--- src/rtl/ppu_regs_pkg.sv ---
// ppu_regs_pkg
//  Shared definitions for the PPU CPU-interface register block.
//  - Parameter defaults for ppu_reg_port (select width, data width, double-write mask).
//  - Register index constants for the eight CPU-visible PPU registers.
//  - Access state type used by the port's decode state machine.

package ppu_regs_pkg;

    // Register indices as seen on RS
    localparam int unsigned REG_CTRL0   = 32'd0;
    localparam int unsigned REG_CTRL1   = 32'd1;
    localparam int unsigned REG_STATUS  = 32'd2;
    localparam int unsigned REG_OAMADDR = 32'd3;
    localparam int unsigned REG_OAMDATA = 32'd4;
    localparam int unsigned REG_SCROLL  = 32'd5;
    localparam int unsigned REG_ADDR    = 32'd6;
    localparam int unsigned REG_DATA    = 32'd7;

    // Parameter defaults
    localparam int unsigned PPU_RS_W = 32'd3;
    localparam int unsigned PPU_DW   = 32'd8;

    // SCROLL and ADDR are the two registers written as first/second byte pairs
    localparam logic [7:0] PPU_DOUBLE_MASK = (8'd1 << REG_SCROLL) | (8'd1 << REG_ADDR);

    // Decode state: waiting for an access, or inside one (n_DBE still low)
    typedef enum logic {
        ST_IDLE   = 1'b0,
        ST_ACCESS = 1'b1
    } acc_state_e;

endpackage

--- src/rtl/ppu_bus_sync.sv ---
// ppu_bus_sync
//  Brings the asynchronous CPU access enable n_DBE into the PCLK domain through a
//  two-flop synchroniser, with a third flop holding the previous synchronised level
//  so that falling and rising edges can be detected.
// Ports
//  clk       in   PPU clock, rising edge
//  rst_n     in   async active-low reset (all stages reset to 0)
//  n_dbe     in   raw CPU access enable, active low
//  dbe_fall  out  1-cycle pulse: synchronised n_DBE went 1 -> 0
//  dbe_rise  out  1-cycle pulse: synchronised n_DBE went 0 -> 1
//  dbe_level out  synchronised n_DBE level

module ppu_bus_sync (
    input  logic clk,
    input  logic rst_n,
    input  logic n_dbe,
    output logic dbe_fall,
    output logic dbe_rise,
    output logic dbe_level
);

    // [0],[1] synchroniser stages, [2] previous synchronised level
    logic [2:0] sync_r;

    // Shift n_DBE through the synchroniser and edge-history stages.
    // Resetting to 0 (low level) means a still-low n_DBE after reset produces no
    // fall; a fresh high-then-low sequence is needed to start an access.
    always_ff @(posedge clk or negedge rst_n) begin
        if (!rst_n) begin
            sync_r <= 3'b000;
        end else begin
            sync_r <= {sync_r[1:0], n_dbe};
        end
    end

    // Edge pulses decoded from flop outputs only, so they are glitch-free.
    always_comb begin
        dbe_level = sync_r[1];
        dbe_fall  = sync_r[2] & ~sync_r[1];
        dbe_rise  = ~sync_r[2] & sync_r[1];
    end

endmodule

--- src/rtl/ppu_reg_port.sv ---
// ppu_reg_port
//  Clocked CPU-interface register block of the PPU. Each CPU access (n_DBE low pulse)
//  is synchronised into PCLK, decoded once, and turned into a single one-hot write or
//  read strobe. Holds CTRL0/CTRL1, the shared first/second write toggle, and the VBL
//  status flag that clears when a status read completes.
// Ports
//  PCLK, n_RES          clock, async active-low reset
//  n_DBE, RS, RnW       CPU access enable (async), register select, read/not-write
//  DB_in                CPU write data
//  DB_out, DB_oe        CPU read data (frozen per access) and its drive enable
//  STATUS_in, VBL_SET   status bits from sprite logic, vblank-start pulse
//  wr_stb/phase/data    one-hot write pulse with its toggle phase and data
//  rd_stb               one-hot read pulse
//  ctrl0_q, ctrl1_q     latched CTRL0 / CTRL1
//  vbl_flag, toggle     VBL status flag, current first/second write state

module ppu_reg_port
    import ppu_regs_pkg::*;
#(
    parameter int unsigned RS_W       = PPU_RS_W,
    parameter int unsigned DW         = PPU_DW,
    parameter logic [(2**RS_W)-1:0] DOUBLE_MASK = (2**RS_W)'(PPU_DOUBLE_MASK),
    parameter int unsigned STATUS_IDX = REG_STATUS,
    parameter int unsigned CTRL0_IDX  = REG_CTRL0,
    parameter int unsigned CTRL1_IDX  = REG_CTRL1
) (
    input  logic                   PCLK,
    input  logic                   n_RES,
    input  logic                   n_DBE,
    input  logic [RS_W-1:0]        RS,
    input  logic                   RnW,
    input  logic [DW-1:0]          DB_in,
    output logic [DW-1:0]          DB_out,
    output logic                   DB_oe,
    input  logic [DW-2:0]          STATUS_in,
    input  logic                   VBL_SET,
    output logic [(2**RS_W)-1:0]   wr_stb,
    output logic                   wr_phase,
    output logic [DW-1:0]          wr_data,
    output logic [(2**RS_W)-1:0]   rd_stb,
    output logic [DW-1:0]          ctrl0_q,
    output logic [DW-1:0]          ctrl1_q,
    output logic                   vbl_flag,
    output logic                   toggle
);

    localparam int unsigned NUM_REGS = 2**RS_W;
    localparam logic [RS_W-1:0] STATUS_SEL = RS_W'(STATUS_IDX);
    localparam logic [RS_W-1:0] CTRL0_SEL  = RS_W'(CTRL0_IDX);
    localparam logic [RS_W-1:0] CTRL1_SEL  = RS_W'(CTRL1_IDX);
    localparam logic [NUM_REGS-1:0] ONEHOT_BASE = {{(NUM_REGS-1){1'b0}}, 1'b1};

    logic                 dbe_fall_s;
    logic                 dbe_rise_s;
    logic                 dbe_level_s;
    acc_state_e           state_r;
    logic                 pend_r;       // high for the one cycle between capture and decode
    logic [RS_W-1:0]      cap_rs_r;
    logic                 cap_rnw_r;
    logic [DW-1:0]        cap_data_r;
    logic [NUM_REGS-1:0]  sel_onehot_s;
    logic                 access_end_s;
    logic                 status_clr_s;

    ppu_bus_sync u_sync (
        .clk       (PCLK),
        .rst_n     (n_RES),
        .n_dbe     (n_DBE),
        .dbe_fall  (dbe_fall_s),
        .dbe_rise  (dbe_rise_s),
        .dbe_level (dbe_level_s)
    );

    // Access state machine and capture of RS/RnW/DB_in on the cycle after the fall.
    always_ff @(posedge PCLK or negedge n_RES) begin
        if (!n_RES) begin
            state_r    <= ST_IDLE;
            pend_r     <= 1'b0;
            cap_rs_r   <= {RS_W{1'b0}};
            cap_rnw_r  <= 1'b0;
            cap_data_r <= {DW{1'b0}};
        end else begin
            pend_r <= 1'b0;
            case (state_r)
                ST_IDLE: begin
                    // A rise seen here is ignored; only a fall opens an access
                    if (dbe_fall_s && !dbe_level_s) begin
                        state_r    <= ST_ACCESS;
                        pend_r     <= 1'b1;
                        cap_rs_r   <= RS;
                        cap_rnw_r  <= RnW;
                        cap_data_r <= DB_in;
                    end else begin
                        state_r <= ST_IDLE;
                    end
                end
                ST_ACCESS: begin
                    if (dbe_rise_s) begin
                        state_r <= ST_IDLE;
                    end else begin
                        state_r <= ST_ACCESS;
                    end
                end
                default: begin
                    state_r <= ST_IDLE;
                end
            endcase
        end
    end

    // Decode of the captured select and detection of a completed status read.
    always_comb begin
        sel_onehot_s = ONEHOT_BASE << cap_rs_r;
        access_end_s = 1'b0;
        status_clr_s = 1'b0;
        if ((state_r == ST_ACCESS) && dbe_rise_s) begin
            access_end_s = 1'b1;
            status_clr_s = cap_rnw_r && (cap_rs_r == STATUS_SEL);
        end else begin
            access_end_s = 1'b0;
            status_clr_s = 1'b0;
        end
    end

    // Strobes, toggle, control registers, read data/enable and VBL flag.
    always_ff @(posedge PCLK or negedge n_RES) begin
        if (!n_RES) begin
            wr_stb   <= {NUM_REGS{1'b0}};
            rd_stb   <= {NUM_REGS{1'b0}};
            wr_phase <= 1'b0;
            wr_data  <= {DW{1'b0}};
            DB_out   <= {DW{1'b0}};
            DB_oe    <= 1'b0;
            ctrl0_q  <= {DW{1'b0}};
            ctrl1_q  <= {DW{1'b0}};
            vbl_flag <= 1'b0;
            toggle   <= 1'b0;
        end else begin
            wr_stb <= {NUM_REGS{1'b0}};
            rd_stb <= {NUM_REGS{1'b0}};

            // Set has priority over a read-clear landing in the same cycle
            if (VBL_SET) begin
                vbl_flag <= 1'b1;
            end else if (status_clr_s) begin
                vbl_flag <= 1'b0;
            end else begin
                vbl_flag <= vbl_flag;
            end

            if (pend_r) begin
                if (cap_rnw_r) begin
                    rd_stb <= sel_onehot_s;
                    DB_oe  <= 1'b1;
                    // vbl_flag here is the pre-update value, so a read racing
                    // VBL_SET reports the flag as it was before the set
                    if (cap_rs_r == STATUS_SEL) begin
                        DB_out <= {vbl_flag, STATUS_in};
                    end else begin
                        DB_out <= {DW{1'b0}};
                    end
                end else begin
                    wr_stb   <= sel_onehot_s;
                    wr_phase <= toggle;
                    wr_data  <= cap_data_r;
                    if (DOUBLE_MASK[cap_rs_r]) begin
                        toggle <= ~toggle;
                    end else begin
                        toggle <= toggle;
                    end
                    if (cap_rs_r == CTRL0_SEL) begin
                        ctrl0_q <= cap_data_r;
                    end else begin
                        ctrl0_q <= ctrl0_q;
                    end
                    if (cap_rs_r == CTRL1_SEL) begin
                        ctrl1_q <= cap_data_r;
                    end else begin
                        ctrl1_q <= ctrl1_q;
                    end
                end
            end else if (access_end_s) begin
                DB_oe <= 1'b0;
                // A completed status read also rewinds the write pair toggle
                if (status_clr_s) begin
                    toggle <= 1'b0;
                end else begin
                    toggle <= toggle;
                end
            end else begin
                DB_oe  <= DB_oe;
                toggle <= toggle;
            end
        end
    end

endmodule

--- config.mk ---
export PLATFORM = sky130hd
export DESIGN_NAME = ppu_reg_port
export DESIGN_NICKNAME = d
export VERILOG_FILES = /design/src/rtl/ppu_regs_pkg.sv /design/src/rtl/ppu_bus_sync.sv /design/src/rtl/ppu_reg_port.sv
export SDC_FILE = /design/constraint.sdc
export NUM_CORES = 1
export LEC_CHECK = 0
export CAP_MARGIN = 30
export CORE_ASPECT_RATIO = 0.5
export CORE_MARGIN = 3
export CORE_UTILIZATION = 46
export DETAILED_ROUTE_END_ITERATION = 16
export GPL_TIMING_DRIVEN = 0
export HOLD_SLACK_MARGIN = 0.08
export PLACE_DENSITY = 0.79
export SYNTH_ARGS = -nofsm -noshare
export SYNTH_HDL_FRONTEND = slang
export SYNTH_SLANG_ARGS = --single-unit
--- constraint.sdc ---
create_clock -name PCLK -period 1.76 [get_ports PCLK]
set_clock_uncertainty 0.05 [all_clocks]
set_input_delay 0.264 -clock PCLK [delete_from_list [all_inputs] [get_ports PCLK]]
set_output_delay 0.264 -clock PCLK [all_outputs]
set_load 0.03 [all_outputs]
==> impl_metrics.env <==
export IMPL_crit_slowest_cell="clkdlybuf4s50_1"
export IMPL_start_kind="flip-flop"
export IMPL_fmax_ghz=0.5856
export IMPL_period_share_pct=97.02
export IMPL_crit_chain="clkdlybuf4s50_1"
export IMPL_status="completed"
export IMPL_cp_end_kind="output port"
export IMPL_slowest_delay_ps=680
export IMPL_critical_path_buf_inv_count=1
export IMPL_io_pins=75
export IMPL_yosysMostFrequentCell="dfrtp_1"
export IMPL_cp_max_fo=2
export IMPL_synth_edf_count=0
export IMPL_via_per_inst=4.909
export IMPL_io_buffers=74
export IMPL_synth_seq_cells=69
export IMPL_chipWidth_um=111.1
export IMPL_yosysTopAreaCell="dfrtp_1"
export IMPL_relSlewSlack_pct=45.09
export IMPL_min_from="u_sync.sync_r[0]$_DFF_PN0_"
export IMPL_syn2layout_area_growth_pct=41.50
export IMPL_vias=1679
export IMPL_fin_nets=294
export IMPL_die_area_um2=6500
export IMPL_crit_start="ctrl1_q[0]$_DFFE_PN0P_"
export IMPL_clk_pin_slew_worst_paths_ps=80
export IMPL_coreArea_um2=5112
export IMPL_synth_ff_type="dfrtp_1"
export IMPL_grt_max_degree=70
export IMPL_cts_tree="yes"
export IMPL_leakagePower_uw=0.001662
export IMPL_grt_util_all_layers_pct=17.40
export IMPL_detail_route_iter0_violations=66
export IMPL_worst_pin_slew_ps=823.7
export IMPL_gp_congestion=0.7538
export IMPL_clock_latency_ps=340
export IMPL_wire_per_inst_um=15.60
export IMPL_hp_class="reg -> reg"
export IMPL_final_antenna_net_count=0
export IMPL_drive_above_1_share_pct=18.75
export IMPL_setup_slack_ps=52.42
export IMPL_irDropWorstVdd_mv=0.7372
export IMPL_drc=0
export IMPL_cts_sinks=69
export IMPL_hold_violations=0
export IMPL_tns_ps=0
export IMPL_overflow=0
export IMPL_cts_setup_buffers=0
export IMPL_pre_cts_ws_ps=40.69
export IMPL_antenna_cells=0
export IMPL_syn_area_um2=2539
export IMPL_htreeDepth=3
export IMPL_die_h_um=58.53
export IMPL_synth_cells=181
export IMPL_grt_pass1_vias=1721
export IMPL_final_core_util_pct=70.26
export IMPL_r2r_start="cap_rs_r[0]$_DFFE_PN0P_"
export IMPL_async_reset_ff_share_pct=100.0
export IMPL_numCtsBuffers=9
export IMPL_cts_buffer_depth=2
export IMPL_rows=18
export IMPL_path_delay_family="buffers and inverters"
export IMPL_hpwl_um=3572
export IMPL_cp_required_ps=1450
export IMPL_yosysWarnings=0
export IMPL_total_power_uw=5137
export IMPL_synthTopCellsByCount="69 x dfrtp_1, 32 x nand2_1, 26 x mux2_2"
export IMPL_ys_seq_area_share_pct=68.01
export IMPL_crit_type="reg -> out"
export IMPL_stdcell_area_um2=3592
export IMPL_cellPowerDensity_nw_per_um2=1430
export IMPL_synth_top_area_share_pct=68.01
export IMPL_drv_cap=0
export IMPL_period_minus_slack_ps=1708
export IMPL_dr_pass1_iters=4
export IMPL_drt_total_wl_um=5336
export IMPL_crit_arrival_ps=1390
export IMPL_place_area_um2=3364
export IMPL_setup_violations=0
export IMPL_synth_nets=208
export IMPL_antenna_found_initial=0
export IMPL_cts_root_buf="clkbuf_8"
export IMPL_avgSynthCellArea_um2=14.03
export IMPL_nFillCells=380
export IMPL_slew_viol_final=0
export IMPL_ys_types=22
export IMPL_start_util_pct=49.66
export IMPL_synthTopCellsByArea="dfrtp_1 68%, mux2_2 12%, nand2_1 4.7%"
export IMPL_grt_pass1_wl_um=8528
[worst paths after layout]
| kind | to | cells past startpoint | slack (ps) |
|---|---|---|---|
| max | ctrl1_q[0] | 1 | 50 |
| max reg2reg | toggle$_DFFE_PN0P_ | 5 | 60 |
| min | u_sync.sync_r[1]$_DFF_PN0_ | 0 | 300 |
| max in group asynchronous | ctrl0_q[4]$_DFFE_PN0P_ | 2 | 610 |
| min reg2reg | u_sync.sync_r[1]$_DFF_PN0_ | 0 | 300 |
| min in group asynchronous | ctrl0_q[7]$_DFFE_PN0P_ | 2 | 530 |
[power breakdown]
group | total, uW | leakage (uW) | internal, uW | switching (uW)
Sequential | 2190 | 0.000894 | 1940 | 248
Clock | 1230 | 0.0000923 | 651 | 582
Combinational | 1720 | 0.000675 | 785 | 933
[flip-flops by register name, summed over array words and instances (netlist names), 3 cells and up]
signal         cells
DB_out             8
u_sync.sync_r      3
rd_stb             8
ctrl1_q            8
cap_data_r         8
wr_stb             8
ctrl0_q            8
cap_rs_r           3
wr_data            8
[metrics by stage]
| stage | hold WS (ps) | instances |
|---|---|---|
| after floorplan | -81.59 | 181 |
| after global placement | 290.0 | 325 |
| after detailed placement | 288.9 | 325 |
| after CTS | 295.8 | 342 |
| after global routing | 295.4 | 342 |
| final | 298.3 | 342 |
[cells by family after synthesis]
family	after synthesis	share of synthesized area, %
compound gates	14	4.190
buf+inv	10	1.922
fa+ha+maj	5	2.366
flops	69	68.01
xor+xnor	1	0.3451
simple gates	56	11.63
mux	26	11.53
[layout by cell type (no fill, tap or decap), drive strengths merged, types with 2 or more instances in the layout]
master         count
clkdlybuf4s50     70
dfrtp             69
nand2             32
mux2              26
clkbuf            14
a22o               9
and3               8
nor3b              7
o21ai              4
buf                4
ha                 4
inv                3
clkinv             3
nor2b              2
nor2               2
clkinvlp           2
dlymetal6s2s       2
nand2b             2
[layout make-up]
cell class	instances	area [um^2]	share of cell area (%)
Multi-Input combinational cell	102	782.0	21.77
Clock buffer	10	127.6	3.553
Tap cell	70	87.58	2.438
Buffer	7	41.29	1.149
Inverter	3	11.26	0.3135
Clock inverter	6	63.81	1.776
Sequential cell	69	1727	48.07
Timing Repair Buffer	75	752.0	20.93
[metal layers]
| metal | vias to the layer above | track usage (%) | routed length (um) |
|---|---|---|---|
| li1 | 791 | - | - |
| met3 | 7 | 7.084 | 291 |
| met1 | 837 | 20.81 | 2292 |
| met2 | 44 | 29.57 | 2718 |
| met4 | 0 | 5.719 | 34 |
| met5 | - | 0 | 0 |
[repair_timing]
item / in CTS / in global routing
pin swaps: 0 / 0
endpoints found under the hold margin: 69 / 0
hold buffers: 1 / 0
endpoints found under the setup margin: 2 / 18
resized for setup: 2 / 6
(Power assumes the default switching activity.)
